File: src/rtl/eth_tx_pkg.sv
// eth_tx_pkg: shared state encoding, wire constants and CRC-32 helpers for the
// Ethernet transmit framer.
package eth_tx_pkg;

    typedef enum logic [2:0] {
        IDLE,
        PRE,
        SFD,
        DATA,
        PAD,
        FCS,
        IFG
    } state_t;

    localparam logic [7:0]  PREAMBLE_BYTE = 8'h55;
    localparam logic [7:0]  SFD_BYTE      = 8'hD5;
    localparam logic [31:0] CRC_INIT      = 32'hFFFF_FFFF;
    localparam logic [31:0] CRC_RESIDUE   = 32'hC704_DD7B;
    // Bit-reversed form of 0x04C11DB7, for the LSB-first (reflected) shift.
    localparam logic [31:0] CRC_POLY_REFL = 32'hEDB8_8320;

    function automatic logic [31:0] crc32_byte(input logic [31:0] crc, input logic [7:0] data);
        logic [31:0] c;
        c = crc ^ {24'h0, data};
        for (int i = 0; i < 8; i++) begin
            c = c[0] ? ((c >> 1) ^ CRC_POLY_REFL) : (c >> 1);
        end
        return c;
    endfunction

    // Receiver-side acceptance: register after data+FCS, bit-reversed, equals the magic residue.
    function automatic logic residue_ok(input logic [31:0] crc);
        logic [31:0] r;
        for (int i = 0; i < 32; i++) begin
            r[i] = crc[31-i];
        end
        return r == CRC_RESIDUE;
    endfunction

endpackage

File: src/rtl/eth_tx_crc32.sv
// eth_tx_crc32: byte-wide reflected CRC-32 accumulator. fcs is the complemented
// register; fcs[7:0] is the first FCS byte on the wire.
module eth_tx_crc32
    import eth_tx_pkg::*;
(
    input  logic        clk,
    input  logic        rst,
    input  logic        init,
    input  logic        en,
    input  logic [7:0]  data,
    output logic [31:0] fcs
);

    logic [31:0] crc;

    // NOTE: sequential state uses non-blocking assignments so every flop samples pre-edge values.
    always_ff @(posedge clk or negedge rst) begin
        if (!rst) begin
            crc <= CRC_INIT;
        end else if (init) begin
            crc <= CRC_INIT;
        end else if (en) begin
            crc <= crc32_byte(crc, data);
        end
    end

    assign fcs = ~crc;

endmodule

File: src/rtl/eth_tx_framer.sv
// eth_tx_framer: byte-serial Ethernet transmit framer (preamble, SFD, payload, pad, FCS, IFG).
// Define ETH_TX_PAD_EN to zero-pad frames shorter than MIN_PAYLOAD bytes.
module eth_tx_framer
    import eth_tx_pkg::*;
#(
    parameter int PREAMBLE_LEN = 7,
    parameter int MIN_PAYLOAD  = 60,
    parameter int IFG_BYTES    = 12
) (
    input  logic       clk,
    input  logic       rst,
    input  logic       tx_valid,
    input  logic [7:0] tx_data,
    input  logic       tx_last,
    output logic       tx_ready,
    output logic       out_valid,
    output logic [7:0] out_data,
    output logic       out_sof,
    output logic       out_eof,
    output logic       out_err,
    output logic       busy
);

`ifdef ETH_TX_PAD_EN
    localparam bit PAD_EN = 1'b1;
`else
    localparam bit PAD_EN = 1'b0;
`endif

    localparam int          CNT_W        = 8;
    localparam logic [10:0] BYTE_CNT_MAX = 11'h7FF;

    state_t           state, state_n;
    logic [CNT_W-1:0] cnt, cnt_n;
    logic [10:0]      byte_cnt, byte_cnt_n, byte_cnt_inc;
    logic             valid_n, sof_n, eof_n, err_n, ready_n;
    logic [7:0]       data_n;
    logic             crc_init, crc_en;
    logic [7:0]       crc_data;
    logic [31:0]      fcs;
    logic [1:0]       fcs_idx;
    logic             tail;

    assign byte_cnt_inc = (byte_cnt == BYTE_CNT_MAX) ? byte_cnt : byte_cnt + 11'd1;

    // The CRC advances on the edge that puts a byte on the wire, so it already
    // covers every driven byte when the first FCS byte is registered.
    eth_tx_crc32 u_crc (
        .clk  (clk),
        .rst  (rst),
        .init (crc_init),
        .en   (crc_en),
        .data (crc_data),
        .fcs  (fcs)
    );

    always_comb begin
        // NOTE: every combinational output gets a default first so no path infers a latch.
        state_n    = state;
        cnt_n      = cnt;
        byte_cnt_n = byte_cnt;
        valid_n    = 1'b0;
        data_n     = 8'h00;
        sof_n      = 1'b0;
        eof_n      = 1'b0;
        err_n      = 1'b0;
        ready_n    = 1'b0;
        crc_init   = 1'b0;
        crc_en     = 1'b0;
        crc_data   = 8'h00;
        fcs_idx    = 2'd0;
        tail       = 1'b0;

        case (state)
            IDLE: begin
                if (tx_valid) begin
                    state_n = PRE;
                    cnt_n   = '0;
                    valid_n = 1'b1;
                    data_n  = PREAMBLE_BYTE;
                    sof_n   = 1'b1;
                end
            end
            PRE: begin
                valid_n = 1'b1;
                if (cnt == CNT_W'(PREAMBLE_LEN - 1)) begin
                    state_n    = SFD;
                    data_n     = SFD_BYTE;
                    ready_n    = 1'b1;
                    crc_init   = 1'b1;
                    byte_cnt_n = '0;
                end else begin
                    cnt_n  = cnt + 1'b1;
                    data_n = PREAMBLE_BYTE;
                end
            end
            SFD, DATA: begin
                if (!tx_ready) begin
                    tail = 1'b1;
                end else if (tx_valid) begin
                    state_n    = DATA;
                    valid_n    = 1'b1;
                    data_n     = tx_data;
                    crc_en     = 1'b1;
                    crc_data   = tx_data;
                    byte_cnt_n = byte_cnt_inc;
                    ready_n    = !tx_last;
                end else begin
                    // Upstream starved mid-frame: abandon without FCS so the receiver drops it.
                    state_n = IFG;
                    cnt_n   = '0;
                    err_n   = 1'b1;
                end
            end
            PAD: begin
                tail = 1'b1;
            end
            FCS: begin
                if (cnt == CNT_W'(3)) begin
                    state_n = IFG;
                    cnt_n   = '0;
                end else begin
                    cnt_n   = cnt + 1'b1;
                    fcs_idx = cnt[1:0] + 2'd1;
                    valid_n = 1'b1;
                    data_n  = fcs[{fcs_idx, 3'b000} +: 8];
                    eof_n   = (fcs_idx == 2'd3);
                end
            end
            IFG: begin
                if (cnt == CNT_W'(IFG_BYTES - 1)) begin
                    state_n = IDLE;
                    cnt_n   = '0;
                end else begin
                    cnt_n = cnt + 1'b1;
                end
            end
            default: state_n = IDLE;
        endcase

        // Payload finished (last byte or a pad byte on the wire): pad further or start the FCS.
        if (tail) begin
            valid_n = 1'b1;
            if (PAD_EN && (byte_cnt < 11'(MIN_PAYLOAD))) begin
                state_n    = PAD;
                crc_en     = 1'b1;
                crc_data   = 8'h00;
                byte_cnt_n = byte_cnt_inc;
            end else begin
                state_n = FCS;
                cnt_n   = '0;
                data_n  = fcs[7:0];
            end
        end
    end

    always_ff @(posedge clk or negedge rst) begin
        if (!rst) begin
            state     <= IDLE;
            cnt       <= '0;
            byte_cnt  <= '0;
            tx_ready  <= 1'b0;
            out_valid <= 1'b0;
            out_data  <= 8'h00;
            out_sof   <= 1'b0;
            out_eof   <= 1'b0;
            out_err   <= 1'b0;
            busy      <= 1'b0;
        end else begin
            state     <= state_n;
            cnt       <= cnt_n;
            byte_cnt  <= byte_cnt_n;
            tx_ready  <= ready_n;
            out_valid <= valid_n;
            out_data  <= data_n;
            out_sof   <= sof_n;
            out_eof   <= eof_n;
            out_err   <= err_n;
            busy      <= (state_n != IDLE);
        end
    end

endmodule

File: config.mk
export PLATFORM = sky130hd
export DESIGN_NAME = eth_tx_framer
export DESIGN_NICKNAME = d
export VERILOG_FILES = /design/src/rtl/eth_tx_pkg.sv /design/src/rtl/eth_tx_crc32.sv /design/src/rtl/eth_tx_framer.sv
export SDC_FILE = /design/constraint.sdc
export NUM_CORES = 1
export LEC_CHECK = 0
export ABC_AREA = 1
export ABC_CLOCK_PERIOD_IN_PS = 3600
export CAP_MARGIN = 0
export CORE_MARGIN = 2
export CORE_UTILIZATION = 45
export CTS_CLUSTER_SIZE = 14
export DETAILED_ROUTE_END_ITERATION = 16
export GPL_TIMING_DRIVEN = 0
export SLEW_MARGIN = 20
export SYNTH_ARGS = -nofsm -noshare
export SYNTH_HDL_FRONTEND = slang
export SYNTH_SLANG_ARGS = --single-unit
export TNS_END_PERCENT = 10
File: constraint.sdc
create_clock -name clk -period 3.6 [get_ports clk]
set_input_delay 0.72 -clock clk [delete_from_list [all_inputs] [get_ports clk]]
set_output_delay 0.72 -clock clk [all_outputs]
set_load 0.05 [all_outputs]
==> flow_metrics.tcl, run 1 <==
set metrics [dict create \
    skew_ns 0.01171 \
    grt_max_degree 32 \
    postCtsResizedCells 0 \
    cp_data_required_time_ns 3.78 \
    slew-limit-headroom_pct 49.67 \
    port_buffers 25 \
    cts_buffer_depth 2 \
    grt_pass1_wl_um 19840 \
    hold_class "primary input to asynchronous set/reset pin" \
    place_inst 707 \
    timing.rr.end "out_data[7]$_DFF_PN0_" \
    cp_top_family "buffers and inverters" \
    hpwl_um 9030 \
    place.gp.congestion 0.9181 \
    yosysMostFrequentCell "nand2_1" \
    finish.utilization_pct 53.30 \
    synth_top_cell_area_share_pct 20.90 \
    syn2layout_area_growth_pct 14.96 \
    ant_nets 0 \
    p_leak_nw 2.240 \
    reg2reg_depth 8 \
    final_cells 723 \
    route.detailed.drc 0 \
    routed_wl_um 12420 \
    path_clk_slew_ns 0.07 \
    critPathMaxStageDelay_ns 0.60 \
    pre_cts_ws_ns 0.3257 \
    synth-async-reset-ratio_pct 100.0 \
    htreeDepth 3 \
    syn_inst 573 \
    status "completed" \
    track_usage_pct 26.46 \
    placed_cell_area_um2 4427 \
    first_pass_iters 5 \
    viasPerCell 5.470 \
    power.density_nw_per_um2 429.5 \
    die_w_um 98.56 \
    ff2ff_setup_slack_ns 0.27 \
    maxCapViolCount 0 \
    cp.arrival_ns 3.51 \
    fin_crit_sh_pct 92.51 \
    vias 3955 \
    syn_avg_cell_area_um2 7.022 \
    synth_warnings 0 \
    design_area_um2 4626 \
    end_kind "flop" \
    tns_ns 0 \
    synth.largest_area_cell "dfstp_2" \
    r2r_start "cnt[0]$_DFFE_PN0P_" \
    syn_nets 588 \
    cts.sinks 57 \
    layout_min_cycle_time_ns 3.330 \
    cts_tree "yes" \
    critPathMaxFanout 11 \
    cts_buffers 9 \
    wire_per_inst_um 17.17 \
    coreArea_um2 8678 \
    path_buf_inv 4 \
    slew_violations 0 \
    cts_setup_buffers 0 \
    initial_utilization_pct 46.37 \
    hold_viol_final 0 \
    critPathSlowestCell "ha_1" \
    drt_iter0_drc 192 \
    path_class "flop to flop" \
    antenna_cells 0 \
    synth_edf_count 0 \
    ys_types 36 \
    antenna_found_initial 0 \
    setup_viol 0 \
    io_pins 26 \
    critPathLaunchType "flop" \
    die-area_um2 9714 \
    cts_root_buf "clkbuf_8" \
    synthFlopType "dfstp_2" \
    tightest_slew_ns 0.7549 \
    grt-ovfl-total 0 \
    rsz0062_at_grt "false" \
    worst_slack_ns 0.2697 \
    ir_drop_uv 200.5 \
    netlist_area_um2 4024 \
    drive_gt1_share_pct 14.96 \
    grt_pass1_vias 3695 \
    ys_seq_area_share_pct 36.44 \
    fp.dieH_um 98.56 \
    netlist_top_cells_count "nand2_1, inv_1, nand3_1" \
    synth_area_leaders "dfstp_2, dfrtp_1, nand2_1" \
    ys_seq_elements 57 \
    std_cell_rows 34 \
    clk_latency_ns 0.34 \
    max_freq_mhz 300.3 \
    path_cells "clkbuf_1 > inv_1 > clkbuf_1 > ha_1 > clkbuf_1 > o21ai_0 > o22ai_1 > o221ai_1" \
    nNetsFinal 625 \
    hold_buffers 0 \
    crit_top_cell "clkbuf_1" \
]
[worst register-to-register path: stages, from the launching register on]
cell and delay (ns):
dfrtp_1 0.37, clkbuf_1 0.47, inv_1 0.31, clkbuf_1 0.36, ha_1 0.60, clkbuf_1 0.50, o21ai_0 0.19, o22ai_1 0.23
o221ai_1 0.16
[cell families after synthesis]
| group | count (synthesis) | share of synthesized area [%] |
|---|---|---|
| simple gates | 285 | 31.00 |
| fa+ha+maj | 3 | 0.9329 |
| compound gates | 103 | 15.05 |
| xor+xnor | 27 | 6.623 |
| flops | 57 | 36.44 |
| buf+inv | 98 | 9.950 |
[state kept, by name, summed over array words and instances (netlist names)]
register   cells
out_err        1
busy           1
cnt            8
out_valid      1
state          3
out_data       8
out_eof        1
tx_ready       1
u_crc.crc     32
out_sof        1
[worst max path at each step]
stage / from / to / slack, ns / cells after the start
final: cnt[0]$_DFFE_PN0P_ / out_data[7]$_DFF_PN0_ / 0.27 / 8
after detailed placement: cnt[0]$_DFFE_PN0P_ / out_data[7]$_DFF_PN0_ / 0.33 / 8
after global placement: rst / out_data[6]$_DFF_PN0_ / -0.03 / 1
after global routing: cnt[0]$_DFFE_PN0P_ / out_data[7]$_DFF_PN0_ / 0.07 / 8
after floorplan: cnt[0]$_DFFE_PN0P_ / u_crc.crc[14]$_DFFE_PN1P_ / 1.43 / 13
after CTS: cnt[0]$_DFFE_PN0P_ / out_data[7]$_DFF_PN0_ / 0.31 / 8
[through the flow]
| stage | total power, mW | hold slack, ns |
|---|---|---|
| 4_1_cts | 1.990 | 0.3084 |
| 2_1_floorplan | 1.153 | 0.4244 |
| 6_report | 1.987 | 0.3055 |
| 5_1_grt | 2.086 | 0.3247 |
| 3_5_place_dp | 1.356 | 0.4946 |
| 3_3_place_gp | 1.342 | 0.4885 |
[area by class of cell]
class | count | area, um2
fill | 865 | 4053
timing repair buffer | 26 | 267.8
tap | 108 | 135.1
multi-input combinational | 418 | 2157
buffer | 17 | 96.34
clock inverter | 3 | 40.04
clock buffer | 13 | 158.9
inverter | 81 | 304.0
sequential | 57 | 1466
[layer usage]
| layer | track usage [%] | routed length [um] | vias to the layer above |
|---|---|---|---|
| met5 | 0 | 0 | - |
| met3 | 3.617 | 801 | 16 |
| met4 | 9.589 | 218 | 0 |
| li1 | - | - | 1942 |
| met1 | 36.28 | 5650 | 1847 |
| met2 | 42.96 | 5746 | 150 |
[report_power, final]
group / leakage [nW] / total (mW) / switching, mW / internal [mW]
clock network: 0.103 / 0.631 / 0.275 / 0.356
logic: 1.49 / 0.630 / 0.429 / 0.200
registers: 0.649 / 0.726 / 0.0316 / 0.694
[cells in the final DEF (no fill, tap or decap), types with 2 or more instances in the layout]
cell / synthesis / final
nand2_1: 152 / 152
inv_1: 73 / 73
nand3_1: 55 / 55
nor2_1: 45 / 45
o21ai_0: 41 / 41
dfstp_2: 32 / 32
dfrtp_1: 25 / 25
clkdlybuf4s50_1: 0 / 24
xor2_1: 20 / 20
a21oi_1: 19 / 19
o22ai_1: 18 / 18
nand2_2: 11 / 11
clkbuf_8: 0 / 11
clkbuf_1: 7 / 9
inv_2: 8 / 8
a211oi_1: 7 / 7
nor3_1: 6 / 6
o21ai_1: 6 / 6
buf_2: 5 / 5
o2111ai_1: 5 / 5
buf_4: 3 / 4
o221ai_1: 4 / 4
or2_2: 3 / 3
nand3_2: 3 / 3
xnor2_1: 3 / 3
xnor2_2: 3 / 3
ha_1: 3 / 3
nand2_4: 2 / 2
nor2_4: 2 / 2
buf_6: 2 / 2
nand4_1: 2 / 2
nand3b_1: 2 / 2
clkinv_2: 0 / 2
(Power assumes the default switching activity.)
==> run 2, diff against run 1 <==
--- a/config.mk
+++ b/config.mk
@@ -8,11 +8,14 @@
 export ABC_AREA = 1
 export ABC_CLOCK_PERIOD_IN_PS = 3600
 export CAP_MARGIN = 0
+export CELL_PAD_IN_SITES_DETAIL_PLACEMENT = 0
+export CELL_PAD_IN_SITES_GLOBAL_PLACEMENT = 1
 export CORE_MARGIN = 2
 export CORE_UTILIZATION = 45
 export CTS_CLUSTER_SIZE = 14
 export DETAILED_ROUTE_END_ITERATION = 16
 export GPL_TIMING_DRIVEN = 0
+export PLACE_DENSITY_LB_ADDON = 0.1
 export SLEW_MARGIN = 20
 export SYNTH_ARGS = -nofsm -noshare
 export SYNTH_HDL_FRONTEND = slang
==> flow_metrics.tcl, run 2 (synthesis gave the netlist of run 1 again) <==
set metrics [dict create \
    clk_latency_ns 0.35 \
    cts_tree "yes" \
    path_class "flop to flop" \
    initial_utilization_pct 46.37 \
    end_kind "flop" \
    first_pass_iters 5 \
    cts_root_buf "clkbuf_8" \
    hpwl_um 8987 \
    fin_crit_sh_pct 89.90 \
    ir_drop_uv 171.2 \
    slew_violations 0 \
    nFillCells 867 \
    max_freq_mhz 309.0 \
    track_usage_pct 27.12 \
    antenna_cells 0 \
    syn2layout_area_growth_pct 14.58 \
    power.density_nw_per_um2 419.5 \
    critPathLaunchType "flop" \
    cts.sinks 57 \
    fp.dieH_um 98.56 \
    cts_buffers 9 \
    hold_viol_final 0 \
    cts_buffer_depth 2 \
    reg_top3 "u_crc.crc x32, cnt x8, out_data x8" \
    path_clk_slew_ns 0.07 \
    grt_pass1_wl_um 20290 \
    ant_nets 0 \
    viasPerCell 5.467 \
    grt_pass1_vias 3761 \
    htreeDepth 3 \
    critPathMaxStageDelay_ns 0.54 \
    cp.arrival_ns 3.53 \
    drive_gt1_share_pct 15.61 \
    total_power_mw 1.934 \
    critPathMaxFanout 11 \
    nNetsFinal 625 \
    setup_viol 0 \
    path_cells "clkbuf_2 > inv_1 > clkbuf_1 > ha_1 > nand3_1 > nor2_1 > nand2_1 > inv_2 > nor2_4 > inv_2 > buf_2 > o22ai_1 > inv_1" \
    slew-limit-headroom_pct 54.24 \
    maxCapViolCount 0 \
    layout_min_cycle_time_ns 3.236 \
    io_pins 26 \
    drt_iter0_drc 258 \
    coreArea_um2 8678 \
    die-area_um2 9714 \
    wire_per_inst_um 17.25 \
    grt_max_degree 35 \
    hold_class "primary input to asynchronous set/reset pin" \
    routed_wl_um 12480 \
    die_w_um 98.56 \
    vias 3953 \
    place.gp.congestion 0.9312 \
    whs_ns 0.2614 \
    skew_ns 0.007197 \
    final_cell_mix "nand2_1, inv_1, nand3_1, nor2_1, o21ai_0" \
    multi_input_comb_area_um2 2157 \
    port_buffers 25 \
    cp_data_required_time_ns 3.90 \
    grt-ovfl-total 0 \
    route.detailed.drc 0 \
    largest_register_ff_count 32 \
    tightest_slew_ns 0.6863 \
    seqCellArea_um2 1466 \
    critPathSlowestCell "clkbuf_1" \
    worst_slack_ns 0.3637 \
    final_common_cell "nand2_1" \
    status "completed" \
    cts_setup_buffers 0 \
    std_cell_rows 34 \
    p_leak_nw 2.234 \
    regMostFlops "u_crc.crc" \
    rsz0062_at_grt "false" \
    antenna_found_initial 0 \
    pre_cts_ws_ns 0.1014 \
]
[run 2: changes by cell type in the layout (fill, tap and decap cells not counted)]
cell	before	now
clkinv_2	2	3
clkbuf_2	0	2
clkinvlp_4	0	2
bufinv_16	1	0
clkbuf_1	9	5
[run 2: per-stage QoR]
step	area, um2	util, %	TNS (ns)	cells
after floorplan	4024	-	0	573
after CTS	4608	53.10	0	723
after global routing	4611	53.13	0	723
final	4611	53.13	0	723
after global placement	4409	50.81	-0.9336	706
after detailed placement	4427	51.01	0	707
[run 2: area by class of cell]
type / count / area share (%)
buffer: 17 / 2.144
clock buffer: 11 / 3.284
clock inverter: 5 / 0.6513
inverter: 81 / 6.594
multi-input combinational: 418 / 46.78
sequential: 57 / 31.80
tap: 108 / 2.931
timing repair buffer: 26 / 5.807
[run 2: worst paths after layout]
check	startpoint	end	slack (ns)	depth (start not counted)
worst max-delay path	cnt[0]$_DFFE_PN0P_	u_crc.crc[29]$_DFFE_PN1P_	0.36	13
worst min-delay path	rst	out_data[3]$_DFF_PN0_	0.26	1
worst max register to register	cnt[0]$_DFFE_PN0P_	u_crc.crc[29]$_DFFE_PN1P_	0.36	13
worst min register to register	u_crc.crc[5]$_DFFE_PN1P_	u_crc.crc[5]$_DFFE_PN1P_	0.51	2
max in group asynchronous	rst	u_crc.crc[14]$_DFFE_PN1P_	2.76	2
min in group clk	u_crc.crc[5]$_DFFE_PN1P_	u_crc.crc[5]$_DFFE_PN1P_	0.51	2
[run 2: power by group]
group | leakage, nW | total (mW) | internal (mW) | switching (mW)
combinational | 1.49 | 0.638 | 0.203 | 0.436
clock | 0.0911 | 0.571 | 0.283 | 0.288
sequential | 0.649 | 0.725 | 0.694 | 0.0310
total | 2.23 | 1.93 | 1.18 | 0.754
[run 2: repair_timing]
item                                    CTS  global route
resized for setup                         0             4
hold buffers                              0             0
endpoints found under the setup margin    0             3
[run 2: per-layer routing]
layer	vias to the layer above	share of wire (%)	GRT usage [%]
met5	-	0	0
met4	0	2.1	11.06
met3	23	5.9	4.043
met2	136	46	43.22
met1	1859	46	37.12
li1	1935	-	-
[run 2: worst max-delay path, delay by kind of cell (launching register included)]
kind	cells	cell delay, ns
fa+ha+maj	1	0.25
compound gates	1	0.13
buf+inv	7	1.88
flops	1	0.40
simple gates	4	0.49
